**config.mk**
```make
export PLATFORM = sky130hd
export DESIGN_NAME = mix_columns
export DESIGN_NICKNAME = d
export VERILOG_FILES = /design/src/rtl/aes_pkg.sv /design/src/rtl/mix_single_column.sv /design/src/rtl/mix_columns.sv
export SDC_FILE = /design/constraint.sdc
export NUM_CORES = 1
export LEC_CHECK = 0
export CAP_MARGIN = 30
export CORE_ASPECT_RATIO = 2
export CORE_MARGIN = 3
export CORE_UTILIZATION = 48
export CTS_CLUSTER_DIAMETER = 200
export DETAILED_ROUTE_END_ITERATION = 10
export GPL_ROUTABILITY_DRIVEN = 0
export PLACE_DENSITY_LB_ADDON = 0.05
export SYNTH_ARGS = -nofsm -noshare
export SYNTH_HDL_FRONTEND = slang
export SYNTH_SLANG_ARGS = --single-unit
```
**constraint.sdc**
```tcl
create_clock -name clk -period 2.79 [get_ports clk]
set_clock_uncertainty 0.05 [all_clocks]
set_input_delay 0.837 -clock clk [delete_from_list [all_inputs] [get_ports clk]]
set_output_delay 0.837 -clock clk [all_outputs]
set_load 0.01 [all_outputs]
```
**src/rtl/aes_pkg.sv**
```systemverilog
// Shared widths, FSM encoding and GF(2^8) helpers for the AES column-mix stage.
package aes_pkg;
    localparam int HDR_W   = 4;
    localparam int STATE_W = 128;
    localparam int PKT_W   = 132;
    localparam int COL_W   = 32;
    localparam int NUM_COL = STATE_W / COL_W;

    localparam logic [7:0] GF_POLY = 8'h1B;

    typedef enum logic [1:0] {IDLE, RUN, DONE} state_e;

    typedef struct packed {
        logic [HDR_W-1:0]   hdr;
        logic [STATE_W-1:0] st;
    } pkt_t;

    // Multiply by x in GF(2^8), reducing by x^8+x^4+x^3+x+1.
    function automatic logic [7:0] xtime(input logic [7:0] b);
        return {b[6:0], 1'b0} ^ (b[7] ? GF_POLY : 8'h00);
    endfunction
endpackage

```
**src/rtl/mix_single_column.sv**
```systemverilog
// One AES MixColumns column: four bytes, b0 in the most significant byte.
module mix_single_column
    import aes_pkg::*;
(
    input  logic [COL_W-1:0] col_in,
    output logic [COL_W-1:0] col_out
);
    logic [7:0] b0, b1, b2, b3;
    logic [7:0] x0, x1, x2, x3;

    assign {b0, b1, b2, b3} = col_in;
    assign x0 = xtime(b0);
    assign x1 = xtime(b1);
    assign x2 = xtime(b2);
    assign x3 = xtime(b3);

    // 3b is written as xtime(b)^b
    assign col_out = {x0 ^ (x1 ^ b1) ^ b2 ^ b3,
                      b0 ^ x1 ^ (x2 ^ b2) ^ b3,
                      b0 ^ b1 ^ x2 ^ (x3 ^ b3),
                      (x0 ^ b0) ^ b1 ^ b2 ^ x3};
endmodule

```
**src/rtl/mix_columns.sv**
```systemverilog
// Iterative AES MixColumns: one column per cycle, four cycles per block,
// with a last-round bypass that keeps latency unchanged.
module mix_columns
    import aes_pkg::*;
(
    input  logic             clk,
    input  logic             rst,
    input  logic             load,
    input  logic [PKT_W-1:0] data_in,
    input  logic             last_round,
    output logic [PKT_W-1:0] data_out,
    output logic             done,
    output logic             busy
);
    state_e             state_q, state_d;
    logic [1:0]         col_q, col_d;
    logic [HDR_W-1:0]   hdr_q, hdr_d;
    logic [STATE_W-1:0] st_q, st_d, st_mix;
    logic               lr_q, lr_d;
    pkt_t               dout_q, dout_d;
    pkt_t               pin;
    logic [COL_W-1:0]   col_sel, col_mixed, col_new;

    assign pin = pkt_t'(data_in);

    always_comb begin
        col_sel = '0;
        for (int c = 0; c < NUM_COL; c++)
            if (col_q == 2'(c)) col_sel = st_q[STATE_W-1-COL_W*c -: COL_W];
    end

    mix_single_column u_mix (
        .col_in  (col_sel),
        .col_out (col_mixed)
    );

    assign col_new = lr_q ? col_sel : col_mixed;

    always_comb begin
        st_mix = st_q;
        for (int c = 0; c < NUM_COL; c++)
            if (col_q == 2'(c)) st_mix[STATE_W-1-COL_W*c -: COL_W] = col_new;
    end

    always_comb begin
        state_d = state_q;
        col_d   = col_q;
        hdr_d   = hdr_q;
        st_d    = st_q;
        lr_d    = lr_q;
        dout_d  = dout_q;
        // load wins in every state; a zero header flushes instead of starting
        if (load) begin
            col_d = '0;
            if (pin.hdr != '0) begin
                state_d = RUN;
                hdr_d   = pin.hdr;
                st_d    = pin.st;
                lr_d    = last_round;
            end else begin
                state_d = IDLE;
                dout_d  = '0;
            end
        end else begin
            case (state_q)
                RUN: begin
                    st_d  = st_mix;
                    col_d = col_q + 2'd1;
                    if (col_q == 2'd3) begin
                        state_d = DONE;
                        dout_d  = '{hdr: hdr_q, st: st_mix};
                    end
                end
                DONE:    state_d = IDLE;
                default: state_d = IDLE;
            endcase
        end
    end

    always_ff @(posedge clk) begin
        if (rst) begin
            state_q <= IDLE;
            col_q   <= '0;
            hdr_q   <= '0;
            st_q    <= '0;
            lr_q    <= 1'b0;
            dout_q  <= '0;
        end else begin
            state_q <= state_d;
            col_q   <= col_d;
            hdr_q   <= hdr_d;
            st_q    <= st_d;
            lr_q    <= lr_d;
            dout_q  <= dout_d;
        end
    end

    assign data_out = dout_q;
    assign done     = (state_q == DONE);
    assign busy     = (state_q == RUN);
endmodule
```
## Yosys cells after proc, flatten, opt, wreduce, memory -nomap -nowiden

Cells that the tools add are included.
Widths: inputs -> output; s select.

- Register bits: 269
- Input bits: 136
- Word-level logic and storage cells: 68

- $add $sub $neg: 1
- Eq/ne operators: 8
- Mux-type cells: 24
- Bitwise logic cells: 20
- Reductions and logical operators: 8

Operator list:

| kind | count |
|---|---|
| $mux 132 | 4 |
| $mux 128 | 3 |
| $mux 32 | 9 |
| $xor 8x8->8 | 20 |
| $mux 5 | 4 |
| $eq 2x2->1 const B | 3 |
| $mux 2 | 3 |
| $eq 2x1->1 const B | 2 |
| $reduce_and 2->1 | 2 |
| $reduce_bool 2->1 | 2 |
| $reduce_bool 4->1 | 1 |
| $ne 3x2->1 const B | 1 |
| $reduce_and 3->1 | 1 |
| $add 2x1->2 const B | 1 |
| $logic_not 2->1 | 1 |
| $ne 2x1->1 const B | 1 |
| $ne 2x2->1 const B | 1 |
| $reduce_or 2->1 | 1 |
| $mux 1 | 1 |

## Longest topological paths before layout

Gate-level depths: netlist of the first run.

- Depth in word-level cells: 16
- Depth in mapped cells: 14
- Gate-level depth less buffers: 9

## Hierarchy

A second synthesis of the first run with hierarchy kept.

- Cells, all modules: 2074
- Area, all modules: 16927.5 µm²

By module, submodules not included:

| module | times used | cells an instance | area an instance (µm²) | seq. area each (µm²) |
|---|---|---|---|---|
| mix_columns | 1 | 1990 | 15542.4 | 5385.2 |
| mix_single_column | 1 | 84 | 1385.1 | 0.0 |

## Worst setup path before layout of the first run

Ideal clock, no wire load.

- Path kind: input to register
- Start point: in data_in[131]
- End point: reg dout_q, in the netlist data_out[24]
- Data arrival time: 2790 ps
- Data required time: 2666 ps
- Path slack: -125 ps
- Stages on the path: 8
- Cells stage by stage: nor4_1 a22oi_1 or2_2 clkbuf_1 nor3_1 clkbuf_1 a22oi_1 o21ai_0

- Word-level cells in the longest chain between the ends: 3

Ends and longest elaborated chain:

| item | RTL line | text |
|---|---|---|
| start, declared | mix_columns.sv:9 | `input logic [PKT_W-1:0] data_in,` |
| $reduce_bool 4->1 | mix_columns.sv:55 | `if (pin.hdr != '0) begin` |
| $ne 2x2->1 (no line) | -- |  |
| $reduce_and 3->1 (no line) | -- |  |
| end signal, assigned | mix_columns.sv:94 | `dout_q <= dout_d;` |
| end, declared | mix_columns.sv:20 | `pkt_t dout_q, dout_d;` |

Every way passes these cells.
A chain may end at the register's enable or synchronous reset.

## Worst setup path in the final report of the first run

- Start point: reg col_q[0]
- End point: reg st_q[67]

- Word-level cells in the longest chain between the ends: 15

Ends and longest elaborated chain:

| item | RTL line | text |
|---|---|---|
| start, declared | mix_columns.sv:16 | `logic [1:0] col_q, col_d;` |
| start signal, assigned | mix_columns.sv:90 | `col_q <= col_d;` |
| $logic_not 2->1 | mix_columns.sv:29 | `if (col_q == 2'(c)) col_sel = st_q[STATE_W-1-COL_W*c -: COL_W];` |
| $mux 32 (4 in series) | mix_columns.sv:29 |  |
| $mux 5 | aes_pkg.sv:20 | `return {b[6:0], 1'b0} ^ (b[7] ? GF_POLY : 8'h00);` |
| $xor 8x8->8 | aes_pkg.sv:20 |  |
| $xor 8x8->8 (4 in series) | mix_single_column.sv:21 | `(x0 ^ b0) ^ b1 ^ b2 ^ x3};` |
| $mux 32 | mix_columns.sv:37 | `assign col_new = lr_q ? col_sel : col_mixed;` |
| $mux 32 (*) | mix_columns.sv:42 | `if (col_q == 2'(c)) st_mix[STATE_W-1-COL_W*c -: COL_W] = col_new;` |
| $mux 128 (*) | mix_columns.sv:65 | `case (state_q)` |
| $mux 128 (*) | mix_columns.sv:53 | `if (load) begin` |
| end signal, assigned | mix_columns.sv:92 | `st_q <= st_d;` |
| end, declared | mix_columns.sv:18 | `logic [STATE_W-1:0] st_q, st_d, st_mix;` |

Mark *: on every way between the ends. The rest lies on a longest branch, timed or not. The select of a mux whose other input is x is not followed.

==> flow_summary.yaml, run 1 <==
status:
  status: "complete, but fails checks"
  violations: "negative setup slack"
synthesis:
  syn_area_per_cell_um2: 8.049
  synth_area_mm2: 0.01583
  syn-num-nets: 2107
  synth_edf_count: 0
  synth_ff_type: "dfxtp_1"
  yosysTopAreaCell: "dfxtp_1"
  seq_area_frac_synth_pct: 34.02
  syn_inst: 1967
  ys_ff_latch: 269
  synth-warning-count: 0
  ys_types: 76
  synth_top_cell_area_share_pct: 34.02
  async_flop_share_pct: 0
  ys_top_cells_by_area: "dfxtp_1, o21ai_0, a211oi_1, nor2_1, nand2_1"
grt:
  grt_antenna_before_repair: 0
  grt_usage_pct: 38.20
  grt_first_pass_wirelength_mm: 105.6
  grt_max_degree: 83
  grt_overflow_total: 0
  grt_pass1_vias: 18200
drt:
  firstDrtPassIters: 6
  routedWlPerCell_um: 25.25
  num_vias: 18370
  ant_nets: 0
  drt_iter0_markers: 1907
  totalWireLength_mm: 72.44
  post-route-drc-count: 0
  vias_per_cell: 6.402
critical_path:
  path_class: "reg -> reg"
  cp-start-kind: "flop"
  rrSetupSlack_ns: -0.26
  cp-end-kind: "flop"
  path_max_fanout: 6
  worstReg2RegStart: "col_q[0]"
  cp.required_ns: 3.21
  arrival_ns: 3.47
  r2r-end: "st_q[67]"
  reg2reg_depth: 12
finish:
  antenna_cells: 0
  syn_to_final_growth_pct: 50.72
  fill_cells: 2453
  utilization_pct: 73.76
  drive_above_1_share_pct: 26.78
  fin_cells: 2869
  nets: 2566
floorplan:
  coreArea_mm2: 0.03235
  num_rows: 93
  start_util_pct: 48.94
  pin_count: 270
  die_w_um: 134.4
  die_y_um: 262.8
  dieArea_mm2: 0.03533
timing:
  finalSetupViolCount: 215
  slew_violations: 0
  hold_viol_final: 0
  relSlewSlack_pct: 28.61
  tightest_slew_ns: 1.069
  rsz0062_at_grt: "true"
  fmax_mhz: 328.1
  fin_ws_ns: -0.2580
  post-route-period-util_pct: 109.2
  period_minus_slack_ns: 3.048
hold_path:
  hold_class: "reg -> reg"
  hold_depth: 2
  worstHoldStart: "data_out[102]"
  hold_end: "data_out[102]"
power:
  p_leak_nw: 9.011
  p_per_area_mw_per_mm2: 601.4
  vdd_drop_max_mv: 0.5743
clocking:
  insertion_delay_ns: 0.56
  clock_sinks: 269
  clock_path_buffers: 3
  clock-root-buffer: "clkbuf_16"
  cts_tree: "built"
  htree_levels: 1
  numCtsBuffers: 26
  path_clk_slew_ns: 0.07
place:
  place.port_buffers: 269
  dp.cells: 2766
  hpwl_mm: 49.95
flow_run:
  drv_cap: 0
[state kept, by name, indices dropped and copies added, names as in the netlist]
signal    cells
state_q       2
col_q         2
st_q        128
data_out    132
hdr_q         4
lr_q          1
[kinds of logic (layout without fill, tap and decap cells)]
family                     count (synthesis)  count (layout)  share of synthesized area [%]
adders and majority gates                  4               4                         0.3161
muxes                                     12              12                         0.7587
and+or+nand+nor                          673             673                          20.90
buffers and inverters                    222             697                          5.935
DFF                                      269             269                          34.02
AOI/OAI and AO/OA                        698             698                          29.94
xor gates and xnor gates                  89              89                          8.140
[worst max-delay path, stage by stage, from the launching register on]
cell and delay [ns]:
dfxtp_2 0.36, inv_2 0.07, ha_4 0.20, buf_6 0.15, buf_4 0.14, buf_4 0.14, a211oi_1 0.45, a221oi_4 0.19
xnor2_1 0.31, xnor2_1 0.16, xnor2_2 0.31, o21ai_1 0.19, a211oi_1 0.24
[timing repair]
| action | CTS | global route |
|---|---|---|
| buffers inserted | 47 | 18 |
| gates resized for setup | 270 | 120 |
| hold buffers | 0 | 0 |
| pin swaps | 87 | 70 |
| endpoints found under the setup margin | 253 | 256 |
| gates cloned | 0 | 0 |
[routing by layer]
layer,vias to the layer above,share of wire [%],track usage [%]
met2,1196,49,64.94
met5,-,0,0
li1,8075,-,-
met4,0,9.5,30.08
met1,8725,34,41.82
met3,371,7.9,5.651
[cell usage after synthesis (34+ instances only)]
cell and instances:
nor2_1 208, a211oi_1 132, nor2b_1 42, nand3b_1 37, a21oi_1 108, inv_1 37, clkbuf_1 139, nor3_1 73
o21ai_0 199, nor3b_1 34, nand2_1 178, dfxtp_1 269
[worst max path at each step]
stage	cells after the start	slack, ns	from	endpoint
floorplan	11	-0.03	col_q[1]	data_out[19]
global placement	10	-0.53	col_q[1]	st_q[64]
detailed placement	11	-0.56	col_q[1]	st_q[64]
CTS	12	-0.16	col_q[0]	data_out[25]
global route	13	-0.33	col_q[0]	data_out[35]
finish	12	-0.26	col_q[0]	st_q[67]
[through the flow]
| stage | area, µm² | total power, W | TNS, ns | worst slack [ns] | hold slack [ns] |
|---|---|---|---|---|---|
| 2_1_floorplan | 15870 | 0.006881 | -0.06014 | -0.02984 | 0.3960 |
| 3_3_place_gp | 20840 | 0.009095 | -59.08 | -0.5333 | 0.3884 |
| 3_5_place_dp | 20850 | 0.009166 | -72.62 | -0.5553 | 0.3951 |
| 4_1_cts | 23170 | 0.01362 | -7.803 | -0.1551 | 0.4024 |
| 5_1_grt | 23860 | 0.01475 | -37.48 | -0.3270 | 0.4241 |
| 6_report | 23860 | 0.01435 | -22.47 | -0.2580 | 0.3996 |
[power by group]
group | switching [W] | internal [W]
Sequential | 0.000205 | 0.00404
Combinational | 0.00350 | 0.00312
Clock | 0.00164 | 0.00184
[placed cells by master (no fill, tap or decap), drive strengths merged, types with 22 or more instances in the layout]
master,instances
a211oi,143
buf,348
nand3,22
nor2b,42
nand3b,41
a21oi,108
inv,38
clkdlybuf4s50,267
o22ai,26
o21ai,228
nor3,74
nor3b,36
clkbuf,32
nand2,178
dfxtp,269
xnor2,50
nor2,210
[layout make-up]
class	instances	area, µm²	area share, %
Timing Repair Buffer	615	5912	24.78
Sequential cell	269	5391	22.60
Clock buffer	32	724.4	3.036
Inverter	38	145.1	0.6083
Clock inverter	12	71.32	0.2989
Tap cell	427	534.3	2.239
Multi-Input combinational cell	1476	11080	46.44
(Power assumes the default switching activity.)
==> run 2, diff against run 1 <==
--- a/config.mk
+++ b/config.mk
@@ -5,7 +5,6 @@
 export SDC_FILE = /design/constraint.sdc
 export NUM_CORES = 1
 export LEC_CHECK = 0
-export CAP_MARGIN = 30
 export CORE_ASPECT_RATIO = 2
 export CORE_MARGIN = 3
 export CORE_UTILIZATION = 48
@@ -16,3 +15,4 @@
 export SYNTH_ARGS = -nofsm -noshare
 export SYNTH_HDL_FRONTEND = slang
 export SYNTH_SLANG_ARGS = --single-unit
+export TNS_END_PERCENT = 10
==> run 2 against run 1 <==
Compared with the run above:
- the run still ends with negative setup slack left
- register-to-register slack worse by 0.08 ns
- maximum frequency decreased by 2.4%
- die area is the same
- combinational power rose by 5.4%
- critical path depth grew 3
- largest cell class unchanged
==> flow_summary.yaml, run 2 (same netlist as run 1, synthesis figures left out) <==
finish:
  largest_reg_flops: 132
  syn_to_final_growth_pct: 54.10
  multi_input_area_mm2: 0.01099
  drive_above_1_share_pct: 28.34
  antenna_cells: 0
  utilization_pct: 75.42
  fill_cells: 2406
  nets: 2618
  final_common_cell: "buf_4"
  register_area_mm2: 0.005391
  layout_common_cells: "buf_4, clkdlybuf4s50_1, dfxtp_1"
grt:
  grt_max_degree: 98
  grt_overflow_total: 0
  grt_first_pass_wirelength_mm: 106.4
  grt_usage_pct: 38.25
  grt_antenna_before_repair: 1
  grt_pass1_vias: 18380
critical_path:
  cp.required_ns: 3.21
  worstPathCellList: "inv_2, buf_4, ha_4, buf_12, buf_4, nand3b_1, a211oi_2, buf_4, xnor2_4, buf_4, xnor3_1, xnor3_2, buf_4, nor2_1, o31ai_1"
  cp-end-kind: "flop"
  crit_buf_inv: 7
  path_class: "reg -> reg"
  cp_slowest_cell: "xnor3_2"
  path_max_fanout: 8
  cpPeakStageDelay_ns: 0.44
  cp-start-kind: "flop"
  critPathTopFamily: "buffers and inverters"
  arrival_ns: 3.55
  path_common_cell: "buf_4"
drt:
  num_vias: 18680
  m1WireLength_mm: 24.18
  drt_iter0_markers: 2105
  wl_met2_mm: 34.95
  vias_per_cell: 6.385
  wl_met3_mm: 7.074
  totalWireLength_mm: 73.74
  firstDrtPassIters: 8
  routedWlPerCell_um: 25.21
  post-route-drc-count: 0
  ant_nets: 0
  top_layer: "met5"
clocking:
  numCtsBuffers: 26
  path_clk_slew_ns: 0.07
  htree_levels: 1
  ctsHoldBuffers: 0
  clock_path_buffers: 3
  insertion_delay_ns: 0.58
  cts_tree: "built"
  clock_sinks: 269
  clock-root-buffer: "clkbuf_16"
timing:
  fin_ws_ns: -0.3342
  finalSetupViolCount: 217
  tightest_slew_ns: 0.9112
  slew_violations: 0
  post-route-period-util_pct: 112.0
  setup_tns_ns: -30.46
  relSlewSlack_pct: 39.03
  rsz0062_at_grt: "true"
  fmax_mhz: 320.1
  hold_viol_final: 0
  period_minus_slack_ns: 3.124
floorplan:
  pin_count: 270
  num_rows: 93
  die_w_um: 134.4
  start_util_pct: 48.94
  die_y_um: 262.8
  coreArea_mm2: 0.03235
  dieArea_mm2: 0.03533
status:
  violations: "negative setup slack"
  status: "complete, but fails checks"
flow_run:
  drv_cap: 0
place:
  place.port_buffers: 269
  hpwl_mm: 50.07
power:
  vdd_drop_max_mv: 0.5436
  p_leak_nw: 9.389
  p_per_area_mw_per_mm2: 624.2
hold_path:
  hold_class: "reg -> reg"
run 2: power by group:
part / switching, W / internal (W)
Combinational: 0.00360 / 0.00338
Clock: 0.00178 / 0.00221
Sequential: 0.000222 / 0.00404
Total: 0.00559 / 0.00963
run 2: through the flow:
step           power, W  instances  setup slack (ns)  hold slack, ns  instance area (µm²)
3_5_place_dp   0.009391       2795           -0.6072          0.3900                21090
4_1_cts         0.01411       2893           -0.2141          0.4028                23340
6_report        0.01523       2925           -0.3342          0.4005                24400
5_1_grt         0.01558       2925           -0.3837          0.4191                24400
3_3_place_gp   0.009346       2795           -0.5833          0.3885                21090
2_1_floorplan  0.006872       1967          -0.07563          0.3960                15840
run 2: cell type report:
type / instances / area share [%]
Clock buffer: 31 / 2.872
Clock inverter: 17 / 0.9283
Inverter: 38 / 0.5847
Multi-Input combinational cell: 1476 / 45.05
Sequential cell: 269 / 22.10
Tap cell: 427 / 2.190
Timing Repair Buffer: 667 / 26.27
run 2: final timing paths:
| check | start | to | slack [ns] | cells after the start |
|---|---|---|---|---|
| hold reg to reg | data_out[65] | data_out[65] | 0.40 | 2 |
| setup / recovery | col_q[1] | data_out[51] | -0.33 | 15 |
| hold / removal | data_out[65] | data_out[65] | 0.40 | 2 |
| setup reg to reg | col_q[1] | data_out[51] | -0.33 | 15 |
run 2: what timing repair did:
action / 4_1_cts / 5_1_grt
gates resized for setup: 223 / 182
setup buffers: 49 / 37
setup endpoints to repair: 248 / 255
hold endpoints to repair: 0 / 0
gates cloned: 2 / 0
pin swaps: 86 / 76
run 2: worst register-to-register path, delay by kind of cell (launching register included):
kind / cells / cell delay [ns]
compound gates: 2 / 0.45
buf+inv: 7 / 1.03
fa+ha+maj: 1 / 0.23
flops: 1 / 0.34
xor+xnor: 3 / 0.81
simple gates: 2 / 0.13
run 2: per-layer routing:
metal,GRT usage [%],vias up
li1,-,8170
met1,42.22,8786
met2,64.37,1314
met3,6.456,404
met4,29.53,2
met5,0,-
